**config.mk**
```make
export PLATFORM = sky130hd
export DESIGN_NAME = mem_stage_sram_ctrl
export DESIGN_NICKNAME = d
export VERILOG_FILES = /design/src/rtl/arm_pkg.sv /design/src/rtl/sram_half_access.sv /design/src/rtl/mem_stage_sram_ctrl.sv
export SDC_FILE = /design/constraint.sdc
export NUM_CORES = 1
export LEC_CHECK = 0
export ABC_AREA = 0
export CAP_MARGIN = 20
export CORE_MARGIN = 10
export CORE_UTILIZATION = 30
export CTS_CLUSTER_SIZE = 25
export DETAILED_ROUTE_END_ITERATION = 10
export GPL_ROUTABILITY_DRIVEN = 0
export PLACE_DENSITY_LB_ADDON = 0.2
export SYNTH_ARGS = -nofsm -noshare
export SYNTH_HDL_FRONTEND = slang
export SYNTH_SLANG_ARGS = --single-unit
```
**constraint.sdc**
```tcl
create_clock -name clk -period 5.85 [get_ports clk]
set_clock_uncertainty 0.2 [all_clocks]
set_input_delay 0.585 -clock clk [delete_from_list [all_inputs] [get_ports clk]]
set_output_delay 0.585 -clock clk [all_outputs]
set_load 0.01 [all_outputs]
```
**src/rtl/arm_pkg.sv**
```systemverilog
// Shared types and constants for the MEM-stage SRAM controller.
package arm_pkg;

   // Access sequencer states: idle, low half-word, high half-word, completion.
   typedef enum logic [1:0] {
      IDLE = 2'd0,
      LOW  = 2'd1,
      HIGH = 2'd2,
      DONE = 2'd3
   } state_t;

   localparam int SRAM_ADDR_W = 18;
   localparam int SRAM_DATA_W = 16;

   localparam logic [31:0] DEFAULT_BASE_ADDR = 32'd1024;

   // SRAM word index of a byte address: offset from the base, modulo 2^32,
   // with the byte-lane bits dropped and the result truncated to 17 bits.
   function automatic logic [SRAM_ADDR_W-2:0] word_addr(input logic [31:0] byte_addr,
                                                        input logic [31:0] base);
      return (SRAM_ADDR_W-1)'((byte_addr - base) >> 2);
   endfunction

endpackage

```
**src/rtl/sram_half_access.sv**
```systemverilog
// Timing for one half-word SRAM access: cycle counter, end-of-half flag and
// the registered write strobe. Shared by the low and high halves.
module sram_half_access
   import arm_pkg::*;
#(
   parameter int WAIT_CYCLES = 2
)
(
   input  logic clk,
   input  logic rst,
   input  logic active,       // a half-word access occupies the current cycle
   input  logic active_next,  // a half-word access occupies the next cycle
   input  logic store,        // the access is a write
   output logic last,         // current cycle is the final one of this half
   output logic we_n          // registered, active-low SRAM write enable
);

   localparam int CNT_W = (WAIT_CYCLES > 2) ? $clog2(WAIT_CYCLES) : 1;
   localparam logic [CNT_W-1:0] LAST_COUNT = CNT_W'(WAIT_CYCLES - 1);

   logic [CNT_W-1:0] count_reg;
   logic [CNT_W-1:0] count_next;

   assign last = active && (count_reg == LAST_COUNT);

   // Count within a half; wrap to zero on its final cycle or when not accessing.
   always_comb begin
      count_next = '0;
      if (active && !last) begin
         count_next = count_reg + CNT_W'(1);
      end
   end

   // Register the counter and look ahead one cycle so WE_N is glitch-free;
   // the final cycle of each half keeps WE_N high to hold address and data.
   always_ff @(posedge clk) begin
      if (rst) begin
         count_reg <= '0;
         we_n      <= 1'b1;
      end else begin
         count_reg <= count_next;
         we_n      <= !(active_next && store && (count_next < LAST_COUNT));
      end
   end

endmodule

```
**src/rtl/mem_stage_sram_ctrl.sv**
```systemverilog
// MEM-stage responder: turns a 32-bit load/store from the EXE->MEM register
// into two half-word accesses on a 16-bit asynchronous SRAM and freezes the
// pipeline (ready=0) until the access completes.
module mem_stage_sram_ctrl
   import arm_pkg::*;
#(
   parameter logic [31:0] BASE_ADDR   = DEFAULT_BASE_ADDR,
   parameter int          WAIT_CYCLES = 2   // must be at least 2
)
(
   input  logic                   clk,
   input  logic                   rst,
   input  logic                   writeBackEnIn,
   input  logic                   memReadIn,
   input  logic                   memWriteIn,
   input  logic [31:0]            ALUResultIn,
   input  logic [31:0]            reg2ValIn,
   input  logic [3:0]             destinationIn,
   output logic                   ready,
   output logic                   writeBackEn,
   output logic                   memRead,
   output logic [31:0]            ALUResult,
   output logic [3:0]             destination,
   output logic [31:0]            memResult,
   output logic [SRAM_ADDR_W-1:0] SRAM_ADDR,
   output logic                   SRAM_WE_N,
   output logic [SRAM_DATA_W-1:0] SRAM_DQ_out,
   output logic                   SRAM_DQ_oe,
   input  logic [SRAM_DATA_W-1:0] SRAM_DQ_in
);

   state_t                 state_reg;
   state_t                 state_next;
   logic                   is_mem;
   logic                   is_store;
   logic                   is_load;
   logic [SRAM_ADDR_W-2:0] waddr;
   logic                   active;
   logic                   active_next;
   logic                   half_last;
   logic                   half_we_n;
   logic [31:0]            mem_result_reg;
   logic [SRAM_ADDR_W-1:0] sram_addr_reg;
   logic [SRAM_DATA_W-1:0] sram_dq_out_reg;
   logic                   sram_dq_oe_reg;

   // A write request wins when both strobes are set.
   assign is_mem   = memReadIn | memWriteIn;
   assign is_store = memWriteIn;
   assign is_load  = memReadIn & ~memWriteIn;
   assign waddr    = word_addr(ALUResultIn, BASE_ADDR);

   assign writeBackEn = writeBackEnIn;
   assign memRead     = memReadIn;
   assign ALUResult   = ALUResultIn;
   assign destination = destinationIn;

   assign ready       = ((state_reg == IDLE) && !is_mem) || (state_reg == DONE);
   assign active      = (state_reg == LOW) || (state_reg == HIGH);
   assign active_next = (state_next == LOW) || (state_next == HIGH);

   assign memResult   = mem_result_reg;
   assign SRAM_ADDR   = sram_addr_reg;
   assign SRAM_WE_N   = half_we_n;
   assign SRAM_DQ_out = sram_dq_out_reg;
   assign SRAM_DQ_oe  = sram_dq_oe_reg;

   sram_half_access #(
      .WAIT_CYCLES(WAIT_CYCLES)
   ) u_half (
      .clk        (clk),
      .rst        (rst),
      .active     (active),
      .active_next(active_next),
      .store      (is_store),
      .last       (half_last),
      .we_n       (half_we_n)
   );

   // Next-state selection: each half ends when the shared counter expires.
   always_comb begin
      state_next = state_reg;
      case (state_reg)
         IDLE:    if (is_mem)    state_next = LOW;
         LOW:     if (half_last) state_next = HIGH;
         HIGH:    if (half_last) state_next = DONE;
         DONE:                   state_next = IDLE;
         default:                state_next = IDLE;
      endcase
   end

   // Sequencer state plus registered SRAM address/data/drive and load capture.
   always_ff @(posedge clk) begin
      if (rst) begin
         state_reg       <= IDLE;
         mem_result_reg  <= '0;
         sram_addr_reg   <= '0;
         sram_dq_out_reg <= '0;
         sram_dq_oe_reg  <= 1'b0;
      end else begin
         state_reg <= state_next;

         if ((state_reg == IDLE) && (state_next == LOW)) begin
            sram_addr_reg   <= {waddr, 1'b0};
            sram_dq_out_reg <= reg2ValIn[15:0];
            sram_dq_oe_reg  <= is_store;
         end else if ((state_reg == LOW) && (state_next == HIGH)) begin
            sram_addr_reg   <= {waddr, 1'b1};
            sram_dq_out_reg <= reg2ValIn[31:16];
         end else if (!active_next) begin
            sram_dq_oe_reg  <= 1'b0;
         end

         // Sample read data on the final cycle of each half, when it has settled.
         if (is_load && half_last) begin
            if (state_reg == LOW) begin
               mem_result_reg[15:0] <= SRAM_DQ_in;
            end else begin
               mem_result_reg[31:16] <= SRAM_DQ_in;
            end
         end
      end
   end

endmodule
```
==> results.json <==
{
  "slew_viol_final": 0,
  "netlist_instances": 404,
  "clock_path_buffers": 2,
  "stdcell_count": 646,
  "synth_seq_cells": 71,
  "place_ws_ns": 1.96,
  "min_period_over_period_pct": 63.2,
  "start_util_pct": 30.5,
  "cpPeakStageDelay_ns": 0.93,
  "grt_use_total_pct": 13.3,
  "leakage_nw": 1.69,
  "grt_pass1_wl_um": 17500,
  "pwr-share-seq_pct": 41.9,
  "clk_pin_slew_ns": 0.08,
  "rsz0062_at_grt": "false",
  "tritoncts": "built",
  "slew_headroom_pct": 33.3,
  "worstSetupStartpointType": "flop",
  "cpMostUsedCell": "ha_1",
  "dp_cells": 631,
  "syn_nets": 502,
  "antenna_cells": 0,
  "min_path_cells": 2,
  "pwr-share-comb_pct": 33.0,
  "tns_ns": 0,
  "status": "finished clean",
  "final_antenna_net_count": 0,
  "setup_slack_ns": 2.15,
  "grt_overflow": 0,
  "antenna_found_initial": 0,
  "critPathKind": "reg -> reg",
  "rows": 38,
  "avgSynthCellArea_um2": 8.15,
  "syn-cell-area_mm2": 0.00329,
  "final.min_clock_period_ns": 3.70,
  "cp_data_arrival_time_ns": 3.74,
  "required_ns": 5.89,
  "drt_wl_total_um": 11000,
  "die_h_um": 125,
  "switchingPower_mw": 0.437,
  "cp_max_fo": 58,
  "path_cells": "inv_1, ha_1, a21o_1, o21ai_0, a22o_1, ha_1, a22o_2, nor2_1, a311oi_1",
  "clock-root-buffer": "clkbuf_8",
  "sw_frac_of_total_pct": 32.1,
  "vdd_ir_drop_max_mv": 0.146,
  "first_global_vias": 3301,
  "cts_sinks": 71,
  "post_cts_buffers": 0,
  "gr-max-usage-layer": "met2",
  "fmax_mhz": 271,
  "grt_max_degree": 72,
  "r2r_cells": 9,
  "cts_resized": 0,
  "fin_nets": 601,
  "power_frac_clock_pct": 25.1,
  "dr.pass1.iters": 5,
  "grt_use_met2_pct": 19.4,
  "die_area_mm2": 0.0156,
  "viasPerCell": 5.07,
  "power.density_mw_per_mm2": 283,
  "layout_commonest_cell": "clkdlybuf4s50_1",
  "clkLatencyLatePin_ns": 0.33,
  "largest_reg_flops": 32,
  "die_width_um": 125,
  "critPathSlowestCell": "a22o_2",
  "drive_above_1_share_pct": 4.15,
  "finalSetupViolCount": 0,
  "numPortBuffers": 155,
  "drt_iter0_drc": 222,
  "synthToLayoutAreaGrowth_pct": 46.0,
  "p_int_mw": 0.925,
  "coreArea_mm2": 0.0108,
  "drc_errors": 0,
  "hold_viol": 0,
  "ys_types": 30,
  "final_cell_mix": "clkdlybuf4s50_1 (154), dfxtp_1 (71), nand3_1 (51), a21oi_1 (42), o21ai_0 (37)",
  "ys.warnings.count": 0,
  "tightest_slew_ns": 1.00,
  "maxCapViolCount": 0,
  "dp_hpwl_um": 7800,
  "setup.worst_path.end_class": "flop",
  "yosysSeqAreaShare_pct": 43.1,
  "hold_buffers": 0,
  "io_pins": 196,
  "vias": 3277,
  "htreeDepth": 3,
  "cts_made_buffers": 9,
  "grt_use_met1_pct": 16.2,
  "min_path_type": "reg -> reg",
  "grt_util_met3_pct": 8.04,
  "post_drt_wl_per_cell_um": 17.0
}
-- power by group through the flow --
stage / registers (mW) / clock network [mW] / logic, mW
2_1_floorplan: 0.604 / 0 / 0.225
3_3_place_gp: 0.579 / 0 / 0.451
3_5_place_dp: 0.580 / 0 / 0.456
4_1_cts: 0.571 / 0.356 / 0.458
5_1_grt: 0.576 / 0.376 / 0.503
6_report: 0.570 / 0.342 / 0.450
-- through the flow --
stage               power (mW)  utilization [%]  hold WS [ns]  instance area, µm²
global placement          1.03             42.9         0.239                4630
finish                    1.36             44.6         0.250                4810
floorplan                0.829                -         0.276                3290
CTS                       1.38             44.4         0.252                4790
global route              1.46             44.6         0.274                4810
detailed placement        1.04             42.9         0.243                4630
-- synthesized netlist by cell type --
| master | count | area [µm²] |
|---|---|---|
| xor2_1 | 1 | 8.76 |
| buf_2 | 1 | 5.00 |
| o21ai_0 | 37 | 185 |
| a22oi_1 | 2 | 15.0 |
| a21bo_2 | 2 | 20.0 |
| or4b_1 | 1 | 10.0 |
| or4_1 | 2 | 15.0 |
| dfxtp_1 | 71 | 1420 |
| a311oi_1 | 22 | 193 |
| a32o_1 | 1 | 10.0 |
| a21oi_1 | 42 | 210 |
| buf_1 | 4 | 15.0 |
| a221oi_1 | 1 | 8.76 |
| nand2b_1 | 3 | 18.8 |
| nand3b_1 | 1 | 7.51 |
| ha_1 | 9 | 113 |
| clkbuf_1 | 28 | 105 |
| a22o_1 | 2 | 17.5 |
| nand2_1 | 34 | 128 |
| a211oi_1 | 4 | 30.0 |
| nand3_1 | 51 | 255 |
| nor2_1 | 30 | 113 |
| o31ai_1 | 2 | 15.0 |
| and4b_1 | 1 | 10.0 |
| or4_4 | 1 | 11.3 |
| nand4b_1 | 1 | 8.76 |
| or3_1 | 3 | 18.8 |
| a21o_1 | 2 | 15.0 |
| inv_1 | 7 | 26.3 |
| buf_4 | 38 | 285 |
-- layer usage --
metal | vias to the layer above | wire (µm)
met3 | 17 | 1240
met4 | 0 | 131
met1 | 1532 | 4930
li1 | 1587 | -
met5 | - | 0
met2 | 141 | 4670
-- final timing paths --
path	startpoint	to	slack, ns
worst max-delay path	state_reg[1]	SRAM_DQ_out[4]	2.15
worst min-delay path	SRAM_ADDR[8]	SRAM_ADDR[8]	0.25
worst max register to register	state_reg[1]	SRAM_DQ_out[4]	2.15
worst min register to register	SRAM_ADDR[8]	SRAM_ADDR[8]	0.25
-- worst max-delay path, delay by kind of cell (launching register included) --
family	cells	cell delay, ns
adders and majority gates	2	1.00
AOI/OAI and AO/OA	5	1.75
DFF	1	0.44
and+or+nand+nor	1	0.08
buffers and inverters	1	0.12
-- area by class of cell --
class                           count  area (µm²)
Clock inverter                      1        5.00
Timing Repair Buffer              159        1580
Sequential cell                    71        1420
Tap cell                          140         175
Clock buffer                       13         159
Inverter                            7        26.3
Fill cell                        1101        5980
Multi-Input combinational cell    255        1440
-- kinds of logic after synthesis --
group	after synthesis	share of synthesized area, %
fa+ha+maj	9	3.42
buf+inv	78	13.3
flops	71	43.1
simple gates	128	18.1
compound gates	117	21.8
xor+xnor	1	0.266
(Power assumes the default switching activity.)
